[src/rtl/ex_mem_pkg.sv]
// Shared pipeline definitions for the EX/MEM handshake controller:
// FSM encodings and performance-counter width.
package ex_mem_pkg;

    localparam int CNT_W = 16;

    typedef enum logic [1:0] {
        ST_IDLE = 2'b00,
        ST_REQ  = 2'b01,
        ST_WAIT = 2'b10
    } mem_state_e;

endpackage

[src/rtl/sat_cnt16.sv]
// Saturating up-counter used for the memory performance counters.
module sat_cnt16
    import ex_mem_pkg::*;
(
    input  logic             clk,
    input  logic             rst,
    input  logic             inc,
    output logic [CNT_W-1:0] cnt
);

    logic [CNT_W-1:0] r_cnt;

    always_ff @(posedge clk or negedge rst) begin
        if (!rst)
            r_cnt <= '0;
        else if (inc && (r_cnt != '1))
            r_cnt <= r_cnt + 1'b1;
    end

    assign cnt = r_cnt;

endmodule

[src/rtl/ex_mem_ctrl.sv]
// EX->MEM stage register and data-memory handshake FSM: issues one-cycle
// Rd/Wr strobes, stalls the front end until Done, and counts accesses/hits.
module ex_mem_ctrl
    import ex_mem_pkg::*;
(
    input  logic             clk,
    input  logic             rst,
    input  logic             ex_valid,
    input  logic             ex_memRead,
    input  logic             ex_memWrite,
    input  logic             ex_createDump,
    input  logic [15:0]      ex_aluResult,
    input  logic [15:0]      ex_writeData,
    input  logic             flush,
    input  logic             mem_done,
    input  logic             mem_stall,
    input  logic             mem_hit,
    input  logic             mem_err,
    output logic [15:0]      aluResult,
    output logic [15:0]      writeData,
    output logic             memRead,
    output logic             memWrite,
    output logic             createDump,
    output logic             stall_up,
    output logic             mem_valid,
    output logic             err,
    output logic [CNT_W-1:0] cnt_access,
    output logic [CNT_W-1:0] cnt_hit
);

    mem_state_e  r_state;
    logic [15:0] r_alu;
    logic [15:0] r_wdata;
    logic        r_rd;
    logic        r_wr;
    logic        r_dump;
    logic        r_nm_valid;
    logic        r_err;

    logic w_busy;
    logic w_done;
    logic w_free;
    logic w_accept;
    logic w_is_mem;
    logic w_unused_stall;

    // Stall from the memory system is advisory; only Done retires an access.
    assign w_unused_stall = mem_stall;

    assign w_busy   = (r_state != ST_IDLE);
    assign w_done   = w_busy & mem_done;
    assign w_free   = ~w_busy | mem_done;
    assign w_accept = w_free & ex_valid & ~flush;
    assign w_is_mem = ex_memRead | ex_memWrite;

    always_ff @(posedge clk or negedge rst) begin
        if (!rst) begin
            r_state    <= ST_IDLE;
            r_alu      <= '0;
            r_wdata    <= '0;
            r_rd       <= 1'b0;
            r_wr       <= 1'b0;
            r_dump     <= 1'b0;
            r_nm_valid <= 1'b0;
            r_err      <= 1'b0;
        end else begin
            if (w_busy && mem_err)
                r_err <= 1'b1;
            if (w_free) begin
                if (w_accept) begin
                    r_alu      <= ex_aluResult;
                    r_wdata    <= ex_writeData;
                    r_dump     <= ex_createDump;
                    // Conflicting Rd+Wr degrades to a read and flags an error.
                    r_rd       <= ex_memRead;
                    r_wr       <= ex_memWrite & ~ex_memRead;
                    r_nm_valid <= ~w_is_mem;
                    r_state    <= w_is_mem ? ST_REQ : ST_IDLE;
                    if (ex_memRead && ex_memWrite)
                        r_err <= 1'b1;
                end else begin
                    r_rd       <= 1'b0;
                    r_wr       <= 1'b0;
                    r_dump     <= 1'b0;
                    r_nm_valid <= 1'b0;
                    r_state    <= ST_IDLE;
                end
            end else begin
                r_rd       <= 1'b0;
                r_wr       <= 1'b0;
                r_nm_valid <= 1'b0;
                r_state    <= ST_WAIT;
            end
        end
    end

    assign aluResult  = r_alu;
    assign writeData  = r_wdata;
    assign memRead    = r_rd;
    assign memWrite   = r_wr;
    assign createDump = r_dump;
    assign err        = r_err;
    assign stall_up   = w_busy & ~mem_done;
    assign mem_valid  = r_nm_valid | w_done;

    sat_cnt16 u_cnt_access (
        .clk (clk),
        .rst (rst),
        .inc (w_done),
        .cnt (cnt_access)
    );

    sat_cnt16 u_cnt_hit (
        .clk (clk),
        .rst (rst),
        .inc (w_done & mem_hit),
        .cnt (cnt_hit)
    );

endmodule

[config.mk]
export PLATFORM = sky130hd
export DESIGN_NAME = ex_mem_ctrl
export DESIGN_NICKNAME = d
export VERILOG_FILES = /design/src/rtl/ex_mem_pkg.sv /design/src/rtl/sat_cnt16.sv /design/src/rtl/ex_mem_ctrl.sv
export SDC_FILE = /design/constraint.sdc
export NUM_CORES = 1
export LEC_CHECK = 0
export CAP_MARGIN = 20
export CORE_ASPECT_RATIO = 0.75
export CORE_MARGIN = 2
export CORE_UTILIZATION = 40
export DETAILED_ROUTE_END_ITERATION = 16
export PLACE_DENSITY = 0.78
export SLEW_MARGIN = 40
export SYNTH_ARGS = -nofsm -noshare
export SYNTH_HDL_FRONTEND = slang
export SYNTH_SLANG_ARGS = --single-unit
[constraint.sdc]
create_clock -name clk -period 1.7 [get_ports clk]
set_input_delay 0.425 -clock clk [delete_from_list [all_inputs] [get_ports clk]]
set_output_delay 0.425 -clock clk [all_outputs]
set_load 0.03 [all_outputs]
==> impl_metrics.tcl <==
set metrics [dict create \
    wl_met2_um 3670 \
    cts_buffer_depth 2 \
    required_ns 1.91 \
    synth_fp_nets 271 \
    cts_buffers 9 \
    nFillCells 606 \
    yosysWarnings 0 \
    insertedDiodeCount 0 \
    ir_drop_mv 0.646 \
    setup_viol 8 \
    drtIter0Drc 68 \
    setup_slack_ns -0.0597 \
    violations "setup timing" \
    yosysUniqueCellTypes 38 \
    worst_skew_pair.late_latency_ns 0.34 \
    place_congestion 0.754 \
    overflow 0 \
    cts.clk_slew.worst_paths_ns 0.08 \
    critical_path.top_delay_family "buffers and inverters" \
    synth_edf_count 0 \
    vias_per_cell 4.97 \
    drt-met1-wl_um 3150 \
    core.rowCount 27 \
    wl_um 7640 \
    drt.antenna.violating_nets 0 \
    cts_tree "built" \
    ios 113 \
    avgSynthCellArea_um2 13.4 \
    drc 0 \
    fin_cells 481 \
    power_mw 5.26 \
    maxCapViolCount 0 \
    path_max_fanout 4 \
    hold_viol 0 \
    antenna_found_initial 0 \
    wl_met3_um 753 \
    hold_class "in2async" \
    syn_inst 226 \
    hold_buffers 0 \
    synthToLayoutAreaGrowth_pct 61.4 \
    cp-end-kind "register" \
    fin_skew_ns 0.00707 \
    cp-start-kind "register" \
    power.density_mw_per_mm2 1070 \
    fin_setup_tns_ns -0.259 \
    crit_arrival_ns 1.97 \
    grt_max_degree 72 \
    initial_core_util_pct 41.2 \
    max-slew-margin-rel_pct 75.0 \
    grt_usage_pct 19.1 \
    outcome "finished, violations left" \
    drt-pass1-iter-count 4 \
    dieHeight_um 79.5 \
    synth.ff_latch_count 71 \
    final_common_cell "dlygate4sd2_1" \
    die_w_um 105 \
    slowest_stage "dfrtp_2" \
    crit_chain "ha_4, nand4_1, buf_4, nor4_4, buf_4, buf_6, nor4_4, xor2_1" \
    port_buffers 111 \
    nets 420 \
    worst-setup-path-type "reg2reg" \
    synth_area_mm2 0.00304 \
    leakagePower_nw 2.30 \
    via_count 2392 \
    cp.buffers_inverters 3 \
    synth-main-ff-cell "dfrtp_1" \
    drive_gt1_share_pct 35.0 \
    clock_sinks 71 \
    min_period_ns 1.76 \
    timing.final.crit_share_pct 104 \
    fmax_ghz 0.568 \
    wl_per_cell_um 15.9 \
    critical-path-max-stage-delay_ns 0.39 \
    top_layer "met4" \
    rsz0062_at_grt "true" \
    grt_pass1_vias 2575 \
    fin_util_pct 66.5 \
    seq_area_frac_synth_pct 58.5 \
    dp.cells 454 \
    tightest_slew_ns 0.376 \
    cts_root_buffer "clkbuf_8" \
    cts_htree_levels 3 \
    ys_async_sr_fraction_pct 100 \
    place_area_mm2 0.00447 \
    grt_pass1_wl_um 12400 \
    slew_violations 0 \
    core_mm2 0.00736 \
    place_hpwl_um 5210 \
    final_cell_mix "dlygate4sd2_1, dfrtp_1, clkdlybuf4s50_1" \
    die-area_mm2 0.00831 \
    post-route-cell-area_mm2 0.00490 \
]
-- stage by stage --
step           hold WS [ns]  setup slack, ns
2_1_floorplan         0.129         -0.00319
5_1_grt               0.124           -0.159
4_1_cts               0.105         -0.00690
3_3_place_gp          0.463           -0.304
3_5_place_dp          0.466           -0.358
6_report              0.101          -0.0597
-- worst paths after layout --
path / cells past startpoint / slack (ns) / start / endpoint
min in group clk: 1 / 0.48 / err / err
min reg2reg: 1 / 0.48 / err / err
max: 8 / -0.06 / u_cnt_hit.cnt[0] / u_cnt_hit.cnt[7]
max reg2reg: 8 / -0.06 / u_cnt_hit.cnt[0] / u_cnt_hit.cnt[7]
max in group asynchronous: 2 / 1.28 / rst / u_cnt_hit.cnt[5]
min: 2 / 0.10 / rst / writeData[8]
-- registers in the layout (all words and copies together), names as in the netlist --
name	count
aluResult	16
u_cnt_access.cnt	16
u_cnt_hit.cnt	16
writeData	16
r_state	2
createDump	1
err	1
memRead	1
memWrite	1
r_nm_valid	1
-- routing by layer --
| metal | vias to the layer above | global-route usage (%) |
|---|---|---|
| li1 | 1120 | - |
| met1 | 1185 | 22.1 |
| met2 | 79 | 31.0 |
| met3 | 8 | 9.55 |
| met4 | 0 | 6.40 |
| met5 | - | 0 |
-- worst reg2reg max path, delay by kind of cell, from the launching register on --
family	cells	cell delay (ns)
buffers and inverters	3	0.55
DFF	1	0.39
and+or+nand+nor	3	0.39
xor gates and xnor gates	1	0.17
adders and majority gates	1	0.14
-- synthesized netlist by cell type, types with 2 or more instances --
cell type  count  share of area (%)
nand2_1       11                1.4
nand4_1        8                1.6
nor2_1         9                1.1
nor3_1        10                1.6
or2_2          2               0.41
and4_1         2               0.58
xnor2_1        2               0.58
xor2_1        27                7.8
nor4b_1        2               0.58
nand3_1        7                1.2
nor3b_1        4               0.99
nor4_1         8                1.6
nor4_4         3                2.1
ha_1           2               0.82
mux2_1         4                1.5
buf_2          4               0.66
mux2_2        30                 11
dfrtp_1       71                 59
-- where the power goes --
| part | internal (mW) | total [mW] | switching, mW |
|---|---|---|---|
| clock network | 0.904 | 1.55 | 0.649 |
| logic | 0.641 | 1.55 | 0.906 |
| registers | 1.95 | 2.16 | 0.217 |
-- logic make-up after synthesis --
family,synth area share (%)
AOI/OAI and AO/OA,1.77
xor gates and xnor gates,8.36
adders and majority gates,0.824
buffers and inverters,0.783
DFF,58.5
muxes,12.6
and+or+nand+nor,17.1
-- what timing repair did --
item,in CTS,in global routing
gates resized for setup,83,36
buffers inserted,3,8
pin swaps,2,20
setup endpoints to repair,85,32
-- layout make-up --
type | count | area [um^2] | share of cell area [%]
clock inverters | 5 | 80.1 | 1.63
clock buffers | 11 | 151 | 3.09
well taps | 101 | 126 | 2.58
multi-input cells | 150 | 1450 | 29.7
flip-flops and latches | 71 | 1790 | 36.6
repair buffers | 143 | 1300 | 26.5
Note: power is estimated with default switching activity, not from simulation.
